File: src/rtl/fir_y_stream_packer.sv
// fir_y_stream_packer: packs the FIR y stream for an AXI-stream master.
// Each input sample is arithmetically right-shifted by a per-frame amount and
// saturated to pOUT_WIDTH. Results go through a small first-word-fall-through
// FIFO and are re-emitted with m_tlast on the cfg_len-th sample of the frame.
//
// Ports:
//   axis_clk, axis_rst     clock, synchronous active-high reset
//   cfg_start              pulse in idle: latch cfg_len/cfg_shift, start a frame
//   cfg_len, cfg_shift     samples per frame, arithmetic right shift amount
//   s_tvalid/s_tdata/s_tready  y sample input (slave side)
//   m_tvalid/m_tdata/m_tlast/m_tready  scaled sample output (master side)
//   busy                   frame in progress (streaming or draining)
//   frame_done             one-cycle pulse after the tlast beat is accepted
//   overrun                sticky: a sample was offered outside the streaming phase
//   sat_cnt                saturation events this frame, saturating at 0xFFFF
module fir_y_stream_packer #(
  parameter int unsigned pDATA_WIDTH = 32,
  parameter int unsigned pOUT_WIDTH  = 16,
  parameter int unsigned pFIFO_DEPTH = 4
) (
  input  logic                   axis_clk,
  input  logic                   axis_rst,
  input  logic                   cfg_start,
  input  logic [31:0]            cfg_len,
  input  logic [4:0]             cfg_shift,
  input  logic                   s_tvalid,
  input  logic [pDATA_WIDTH-1:0] s_tdata,
  output logic                   s_tready,
  output logic                   m_tvalid,
  output logic [pOUT_WIDTH-1:0]  m_tdata,
  output logic                   m_tlast,
  input  logic                   m_tready,
  output logic                   busy,
  output logic                   frame_done,
  output logic                   overrun,
  output logic [15:0]            sat_cnt
);

  localparam int unsigned AW = $clog2(pFIFO_DEPTH);
  localparam int unsigned CW = AW + 1;

  typedef enum logic [1:0] {StIdle, StStream, StDrain, StDone} state_e;

  state_e                  state_q, state_d;
  logic [31:0]             len_q, len_d;
  logic [4:0]              shift_q, shift_d;
  logic [31:0]             in_cnt_q, in_cnt_d;
  logic [15:0]             sat_cnt_q, sat_cnt_d;
  logic                    overrun_q, overrun_d;

  logic [AW-1:0]           wr_ptr_q, rd_ptr_q;
  logic [CW-1:0]           cnt_q;
  logic [pOUT_WIDTH-1:0]   mem_data_q [pFIFO_DEPTH];
  logic                    mem_last_q [pFIFO_DEPTH];

  logic                    fifo_empty, fifo_full;
  logic                    in_beat, out_beat, in_last;
  logic signed [pDATA_WIDTH-1:0] shifted;
  logic                    sat_pos, sat_neg;
  logic [pOUT_WIDTH-1:0]   sat_val;

  assign fifo_empty = (cnt_q == '0);
  assign fifo_full  = (cnt_q == CW'(pFIFO_DEPTH));

  assign s_tready   = (state_q == StStream) && !fifo_full;
  assign in_beat    = s_tvalid && s_tready;
  assign m_tvalid   = !fifo_empty;
  // Gate the head with empty so outputs read as zero rather than stale entries.
  assign m_tdata    = fifo_empty ? '0 : mem_data_q[rd_ptr_q];
  assign m_tlast    = fifo_empty ? 1'b0 : mem_last_q[rd_ptr_q];
  assign out_beat   = m_tvalid && m_tready;

  assign busy       = (state_q == StStream) || (state_q == StDrain);
  assign frame_done = (state_q == StDone);
  assign overrun    = overrun_q;
  assign sat_cnt    = sat_cnt_q;

  assign in_last    = (in_cnt_q == len_q - 32'd1);

  // Saturate when the bits above the output sign bit are not a pure sign extension.
  assign shifted = $signed(s_tdata) >>> shift_q;
  assign sat_pos = !shifted[pDATA_WIDTH-1] && (|shifted[pDATA_WIDTH-2:pOUT_WIDTH-1]);
  assign sat_neg = shifted[pDATA_WIDTH-1] && !(&shifted[pDATA_WIDTH-2:pOUT_WIDTH-1]);

  always_comb begin
    sat_val = shifted[pOUT_WIDTH-1:0];
    if (sat_pos) begin
      sat_val = {1'b0, {(pOUT_WIDTH-1){1'b1}}};
    end else if (sat_neg) begin
      sat_val = {1'b1, {(pOUT_WIDTH-1){1'b0}}};
    end
  end

  always_comb begin
    state_d   = state_q;
    len_d     = len_q;
    shift_d   = shift_q;
    in_cnt_d  = in_cnt_q;
    sat_cnt_d = sat_cnt_q;
    overrun_d = overrun_q;

    if (s_tvalid && (state_q != StStream)) begin
      overrun_d = 1'b1;
    end

    case (state_q)
      StIdle: begin
        if (cfg_start) begin
          len_d     = cfg_len;
          shift_d   = cfg_shift;
          in_cnt_d  = '0;
          sat_cnt_d = '0;
          overrun_d = 1'b0;
          state_d   = (cfg_len == 32'd0) ? StDone : StStream;
        end
      end
      StStream: begin
        if (in_beat) begin
          in_cnt_d = in_cnt_q + 32'd1;
          if ((sat_pos || sat_neg) && (sat_cnt_q != 16'hFFFF)) begin
            sat_cnt_d = sat_cnt_q + 16'd1;
          end
          if (in_last) begin
            state_d = StDrain;
          end
        end
      end
      StDrain: begin
        // The tagged entry is always the last one in the FIFO.
        if (out_beat && m_tlast) begin
          state_d = StDone;
        end
      end
      StDone:  state_d = StIdle;
      default: state_d = StIdle;
    endcase
  end

  always_ff @(posedge axis_clk) begin
    if (axis_rst) begin
      state_q   <= StIdle;
      len_q     <= '0;
      shift_q   <= '0;
      in_cnt_q  <= '0;
      sat_cnt_q <= '0;
      overrun_q <= 1'b0;
      wr_ptr_q  <= '0;
      rd_ptr_q  <= '0;
      cnt_q     <= '0;
    end else begin
      state_q   <= state_d;
      len_q     <= len_d;
      shift_q   <= shift_d;
      in_cnt_q  <= in_cnt_d;
      sat_cnt_q <= sat_cnt_d;
      overrun_q <= overrun_d;
      if (in_beat) begin
        wr_ptr_q <= wr_ptr_q + AW'(1);
      end
      if (out_beat) begin
        rd_ptr_q <= rd_ptr_q + AW'(1);
      end
      case ({in_beat, out_beat})
        2'b10:   cnt_q <= cnt_q + CW'(1);
        2'b01:   cnt_q <= cnt_q - CW'(1);
        default: cnt_q <= cnt_q;
      endcase
    end
  end

  // Storage is not reset; the reset count marks every entry invalid.
  always_ff @(posedge axis_clk) begin
    if (in_beat) begin
      mem_data_q[wr_ptr_q] <= sat_val;
      mem_last_q[wr_ptr_q] <= in_last;
    end
  end

endmodule

File: config.mk
export PLATFORM = sky130hd
export DESIGN_NAME = fir_y_stream_packer
export DESIGN_NICKNAME = d
export VERILOG_FILES = /design/src/rtl/fir_y_stream_packer.sv
export SDC_FILE = /design/constraint.sdc
export NUM_CORES = 1
export LEC_CHECK = 0
export ABC_CLOCK_PERIOD_IN_PS = 2800
export BUFFER_PORTS_ARGS = -buffer_cell sky130_fd_sc_hd__buf_2
export CORE_ASPECT_RATIO = 0.6
export CORE_MARGIN = 2
export CORE_UTILIZATION = 25
export DETAILED_ROUTE_END_ITERATION = 16
export PLACE_DENSITY = 0.49
export SLEW_MARGIN = 20
export SYNTH_ARGS = -nofsm -noshare
export SYNTH_HDL_FRONTEND = slang
export SYNTH_SLANG_ARGS = --single-unit
File: constraint.sdc
create_clock -name axis_clk -period 2.8 [get_ports axis_clk]
set_input_delay 0.28 -clock axis_clk [delete_from_list [all_inputs] [get_ports axis_clk]]
set_output_delay 0.28 -clock axis_clk [all_outputs]
set_load 0.03 [all_outputs]
Yosys cells after proc, flatten, opt, wreduce, memory -nomap -nowiden
Memory sizes are Yosys's and may differ from the RTL's. A register that Yosys moved wholly into a read port is not among the register bits.
Index checks and enable logic that the tools add are counted.
{"block": "classes", "n_addsub": 7, "eq_ne": 14, "shifts": 1, "muxes": 27, "n_reduce_logical": 25}
{"cell": "16-bit two-way mux", "n": 6}
{"cell": "32-bit two-way mux", "n": 2}
{"cell": "32-bit one-hot mux with 2 select lines", "n": 1}
{"cell": "32-bit by 1-bit adder with 32-bit output, second input constant", "n": 1}
{"cell": "32-bit == test", "n": 1}
{"cell": "32-bit zero test", "n": 1}
{"cell": "16-bit one-hot mux with 2 select lines", "n": 1}
{"cell": "32-bit by 5-bit >>> shifter with 32-bit output", "n": 1}
{"cell": "32-bit by 1-bit subtractor with 32-bit output, second input constant", "n": 1}
{"cell": "2-bit two-way mux", "n": 9}
{"cell": "16-bit by 1-bit adder with 16-bit output, second input constant", "n": 1}
{"cell": "16-bit inequality test, second input constant", "n": 1}
{"cell": "16-bit AND reduction", "n": 1}
{"cell": "16-bit OR reduction", "n": 1}
{"cell": "1-bit logical AND", "n": 8}
{"cell": "2-bit one-hot mux with 4 select lines", "n": 1}
{"cell": "4-bit AND reduction", "n": 2}
{"cell": "2-bit == test, second input constant", "n": 3}
{"cell": "1-bit two-way mux", "n": 6}
{"cell": "2-bit by 1-bit inequality test with 1-bit output, second input constant", "n": 3}
{"cell": "2-bit inequality test, second input constant", "n": 3}
{"cell": "3-bit one-hot mux with 2 select lines", "n": 1}
{"cell": "2-bit by 1-bit adder with 2-bit output, second input constant", "n": 2}
{"cell": "2-bit by 1-bit == test with 1-bit output, second input constant", "n": 2}
{"cell": "other kinds (10)", "n": 15}
{"block": "totals", "ff_bits": 95, "mem_bits_rw": 68, "in_bits": 74, "out_inout_bits": 38, "word_cells": 85, "memories": 2}
{"name": "mem_data_q", "words": 4, "width": 16, "read_ports": 1, "rd_clocked_by_memory_dff": 1, "wr": 1, "line_no": "53", "source": "logic [pOUT_WIDTH-1:0] mem_data_q [pFIFO_DEPTH];"}
{"name": "mem_last_q", "words": 4, "width": 1, "read_ports": 1, "rd_clocked_by_memory_dff": 1, "wr": 1, "line_no": "54", "source": "logic mem_last_q [pFIFO_DEPTH];"}

Logic depth before layout (Yosys ltp)
{"block": "logic_depth", "depth_word": 9, "ltp_mapped": 14, "depth_no_buf": 13}

Worst setup path before layout
No wires, ideal clock.
{"block": "synth_path", "path_kind": "reg2reg", "start": "reg state_q[1]", "end": "reg in_cnt_q[26]", "setup_ps": 70, "arrival_time_ps": 3189, "required_ps": 2730, "setup_slack_ps": -460, "stages_incl_launch_ff": 13, "path_buffers": 0, "period_less_slack_ps": 3260, "cell_sequence": "dfxtp_1 inv_1 ha_1 inv_1 a21oi_1 and2_1 inv_1 a21boi_1 nand4_1 nor2_1 nand2_1 or3_1 a21oi_1"}
{"block": "synth_via", "elab_chain_len": 5, "word_cells_on_any_way": 9, "cone_classes": "eq/ne: 3; mux: 1; reduce/logical: 5"}
{"item": "start: declaration", "line_no": "44", "source": "state_e state_q, state_d;"}
{"item": "start signal: assignment", "line_no": "141", "source": "state_q <= StIdle;"}
{"item": "start signal: assignment", "line_no": "151", "source": "state_q <= state_d;"}
{"item": "2-bit by 1-bit == test with 1-bit output", "line_no": "65", "source": "assign s_tready = (state_q == StStream) && !fifo_full;"}
{"item": "1-bit logical AND", "line_no": "65"}
{"item": "net s_tready", "line_no": "28", "source": "output logic s_tready,"}
{"item": "1-bit logical AND", "line_no": "66", "source": "assign in_beat = s_tvalid && s_tready;"}
{"item": "2-bit inequality test (no line)"}
{"item": "3-bit AND reduction (no line)"}
{"item": "end signal: assignment", "line_no": "154", "source": "in_cnt_q <= in_cnt_d;"}
{"item": "end: declaration", "line_no": "47", "source": "logic [31:0] in_cnt_q, in_cnt_d;"}
The timed path passes the listed nets, and every way through them passes these cells.
A chain may end at the register's enable or synchronous reset.

Worst setup path in the final report
{"block": "layout_path", "start": "reg len_q[2]", "end": "reg state_q[1]"}
{"block": "layout_via", "elab_chain_len": 4}
{"item": "start: declaration", "line_no": "45", "source": "logic [31:0] len_q, len_d;"}
{"item": "start signal: assignment", "line_no": "152", "source": "len_q <= len_d;"}
{"item": "32-bit by 1-bit subtractor with 32-bit output", "line_no": "78", "source": "assign in_last = (in_cnt_q == len_q - 32'd1);"}
{"item": "32-bit == test", "line_no": "78"}
{"item": "2-bit inequality test (no line)"}
{"item": "4-bit AND reduction (no line)"}
No other way between the ends.

==> impl_results.md <==
- Compound-Gate Fraction of Synth Area: 13.1%
- Synth area leader: edfxtp_1
- CTS sink cnt: 165
- Area added between synthesis and finish: 41.8%
- Main combinational cell family by area after synthesis: simple AND/OR/NAND/NOR gates
- Seq. cell area: 4000 sq um
- Max-Cap Viols: 0
- Worst-Margin Slew: 580 ps
- Warnings, synthesis: 0
- Synth Area in Simple Gates: 22.5%
- 1st-pass router iterations: 8
- Worst skew pair latency: 450 ps
- I/O Pins: 112
- Avg Synthesized Cell Area: 9.22 sq um
- Clock transition at path regs: 80 ps
- Max Freq: 331 MHz
- Die X: 264 um
- 1st-iter DRT viols: 720
- Hold Path Class: input port to flop
- GRT Resource Usage Total: 15.7%
- WP data required: 3130 ps
- CP endpoint kind: flop
- Cell Rows: 57
- Htree depth: 4
- Min cycle time layout: 3020 ps
- Area occupied by multi-input gates: 6410 sq um
- Die Y: 160 um
- Detail Placement HPWL: 25.1 mm
- Adder-Cell Fraction of Synth Area: 1.81%
- DR vias: 9486
- Die area: 42100 sq um
- Cell count after synthesis: 1097
- Grt ovf: 0
- Remaining DRCs: 0
- Worst VDD drop: 0.498 mV
- Pre-CTS WS: -554 ps
- Fillers: 4136
- First-pass GRT wire length: 51.8 mm
- Slew Limit Fails: 0
- Post-synthesis mux area share: 13.3%
- Leak: 5.52 nW
- Cell variety after synth: 75
- Core Area: 40200 sq um
- Root Buffer Master: clkbuf_16
- Xor and xnor area share after synthesis: 6.23%
- Post-Syn Area: 10100 sq um
- Leading cell types by total area after synthesis: edfxtp_1 (20%), dfxtp_1 (19%), mux4_2 (8.0%)
- Clk buf depth: 2
- Tcrit/Tclk final: 108%
- Rel. slew slack: 61.2%
- Ys async rst share: 0%
- Via/cell ratio: 4.88
- Number of CTS-inserted buffers: 17
- Number of synthesized flops with an enable pin: 68
- Pwr Total: 9.67 mW
- Setup violations, final: 74
- CTS tree: done
- Initial antenna violation count: 1
- Worst Slack Setup Final: -219 ps
- Drt wl/cell: 17.2 um
- Pwr dens: 674 nW/um^2
- Synth top cells by count: nand2_1 (165), dfxtp_1 (97), a21oi_1 (91), nor2_1 (86), edfxtp_1 (68)
- Top cell type's share of synthesized area: 20.2%
- Fraction of layout cells with a size suffix above 1: 38.2%
- Count leader, synth: nand2_1
- RSZ-0062 raised after global routing: yes
- Post-synthesis register bit count: 165
- Outcome: finished, violations left
- I/O Buffers: 111
- Vias in the first global route: 8798
- Clk_skew: 15.6 ps
- Final Hold Viols: 0
- Initial Util: 25.2%
- Critical path type: flop to flop
- Ys flop type: dfxtp_1
- Synth Net Count: 1185
- Hold Buf Count CTS: 0
- Worst setup SP type: flop
- Drt total wl: 33.4 mm
- ANT nets after route: 0
- WP data arrival: 3350 ps
- Routability cong.: 0.920
- Sequential share of the synthesized area: 39.4%
- Final #Nets: 1485
- Largest fanout on the critical path: 4
- Failing checks: negative setup slack
- Largest net degree at the start of global routing: 39
==> cell usage in the layout, fill, tap and decap left out, types with 6 or more instances in the layout <==
master	n
buf_4	211
nand2_1	163
buf_2	111
dfxtp_1	91
nor2_1	82
a21oi_1	82
edfxtp_1	68
mux4_2	36
xor2_1	36
xnor2_1	36
nand3_1	29
and2_1	28
mux2i_1	27
o21ai_0	27
nand4_1	20
nor3_1	17
clkbuf_16	17
inv_1	16
buf_6	16
or3_1	15
and3_1	15
ha_1	12
mux2_2	11
nand2b_1	11
nor4_1	11
o211ai_1	10
o311ai_4	10
buf_12	10
or4_1	9
a21oi_2	7
o31ai_1	7
a31oi_1	6
o21ai_1	6
and4_1	6
inv_8	6
==> worst max-delay path, stage by stage (launching register included) <==
cell	delay [ps]
dfxtp_4	380
buf_4	130
nor4_4	40
buf_4	120
buf_4	120
buf_4	130
o21ai_1	150
a21oi_2	100
a2111oi_4	430
buf_4	170
nand4_1	140
nor4_2	230
nand4_1	150
buf_4	170
o2bb2ai_4	150
mux2_4	300
==> where the power goes <==
group	switching, mW	internal (mW)
registers	0.120	2.72
logic	2.38	1.98
clock network	1.17	1.30
==> registers in the layout, summed over array words and instances (netlist names), named ones only <==
name and count:
cnt_q 3, in_cnt_q 32, len_q 32, mem_data_q 64, mem_last_q 4, overrun 1, rd_ptr_q 2, sat_cnt 16
shift_q 5, state_q 2, wr_ptr_q 2
==> area by class of cell <==
class / instances / area share [%]
Sequential cell: 165 / 27.9
Clock buffer: 17 / 2.97
Timing Repair Buffer: 350 / 17.9
Multi-Input combinational cell: 842 / 44.7
Inverter: 21 / 0.593
Antenna cell: 2 / 0.0349
Clock inverter: 15 / 1.38
Tap cell: 531 / 4.63
==> routing by layer <==
| layer | share of wire, % | vias to the layer above | wire [um] | track usage (%) |
|---|---|---|---|---|
| li1 | - | 4629 | - | - |
| met1 | 53 | 4584 | 17900 | 25.3 |
| met2 | 40 | 247 | 13300 | 21.1 |
| met3 | 5.5 | 26 | 1830 | 2.98 |
| met4 | 1.1 | 0 | 376 | 2.94 |
| met5 | 0 | - | 0 | 0 |
==> through the flow <==
step / util [%] / cell area, sq um / hold slack [ps] / setup TNS [ps] / instances
6_report: 35.7 / 14300 / 61.7 / -9280 / 1943
5_1_grt: 35.7 / 14300 / 62.6 / -17940 / 1941
4_1_cts: 34.6 / 13900 / 42.2 / -5690 / 1916
3_5_place_dp: 31.3 / 12600 / 481 / -19200 / 1851
3_3_place_gp: 31.3 / 12600 / 473 / -17080 / 1851
2_1_floorplan: - / 10200 / 406 / -54.2 / 1097
==> final timing paths <==
kind	startpoint	endpoint	slack, ps	cells past startpoint
worst max-delay path	len_q[2]$_SDFFE_PP0P_	state_q[1]$_SDFFE_PP0P_	-220	15
worst min-delay path	cfg_shift[1]	shift_q[1]$_SDFFE_PP0P_	60	3
worst max register to register	len_q[2]$_SDFFE_PP0P_	state_q[1]$_SDFFE_PP0P_	-220	15
worst min register to register	shift_q[0]$_SDFFE_PP0P_	shift_q[0]$_SDFFE_PP0P_	480	2
==> timing repair <==
| action | CTS | global route |
|---|---|---|
| setup endpoints to repair | 86 | 90 |
| cloned | 3 | 0 |
| gates resized for setup | 80 | 56 |
| setup buffers | 32 | 29 |
| pin swaps | 12 | 28 |
==> logic make-up after synthesis <==
| kind of cell | count (synthesis) |
|---|---|
| buf+inv | 91 |
| fa+ha+maj | 14 |
| mux | 87 |
| compound gates | 212 |
| simple gates | 456 |
| flops | 165 |
| xor+xnor | 72 |
Power figures use the tool's default switching activity.
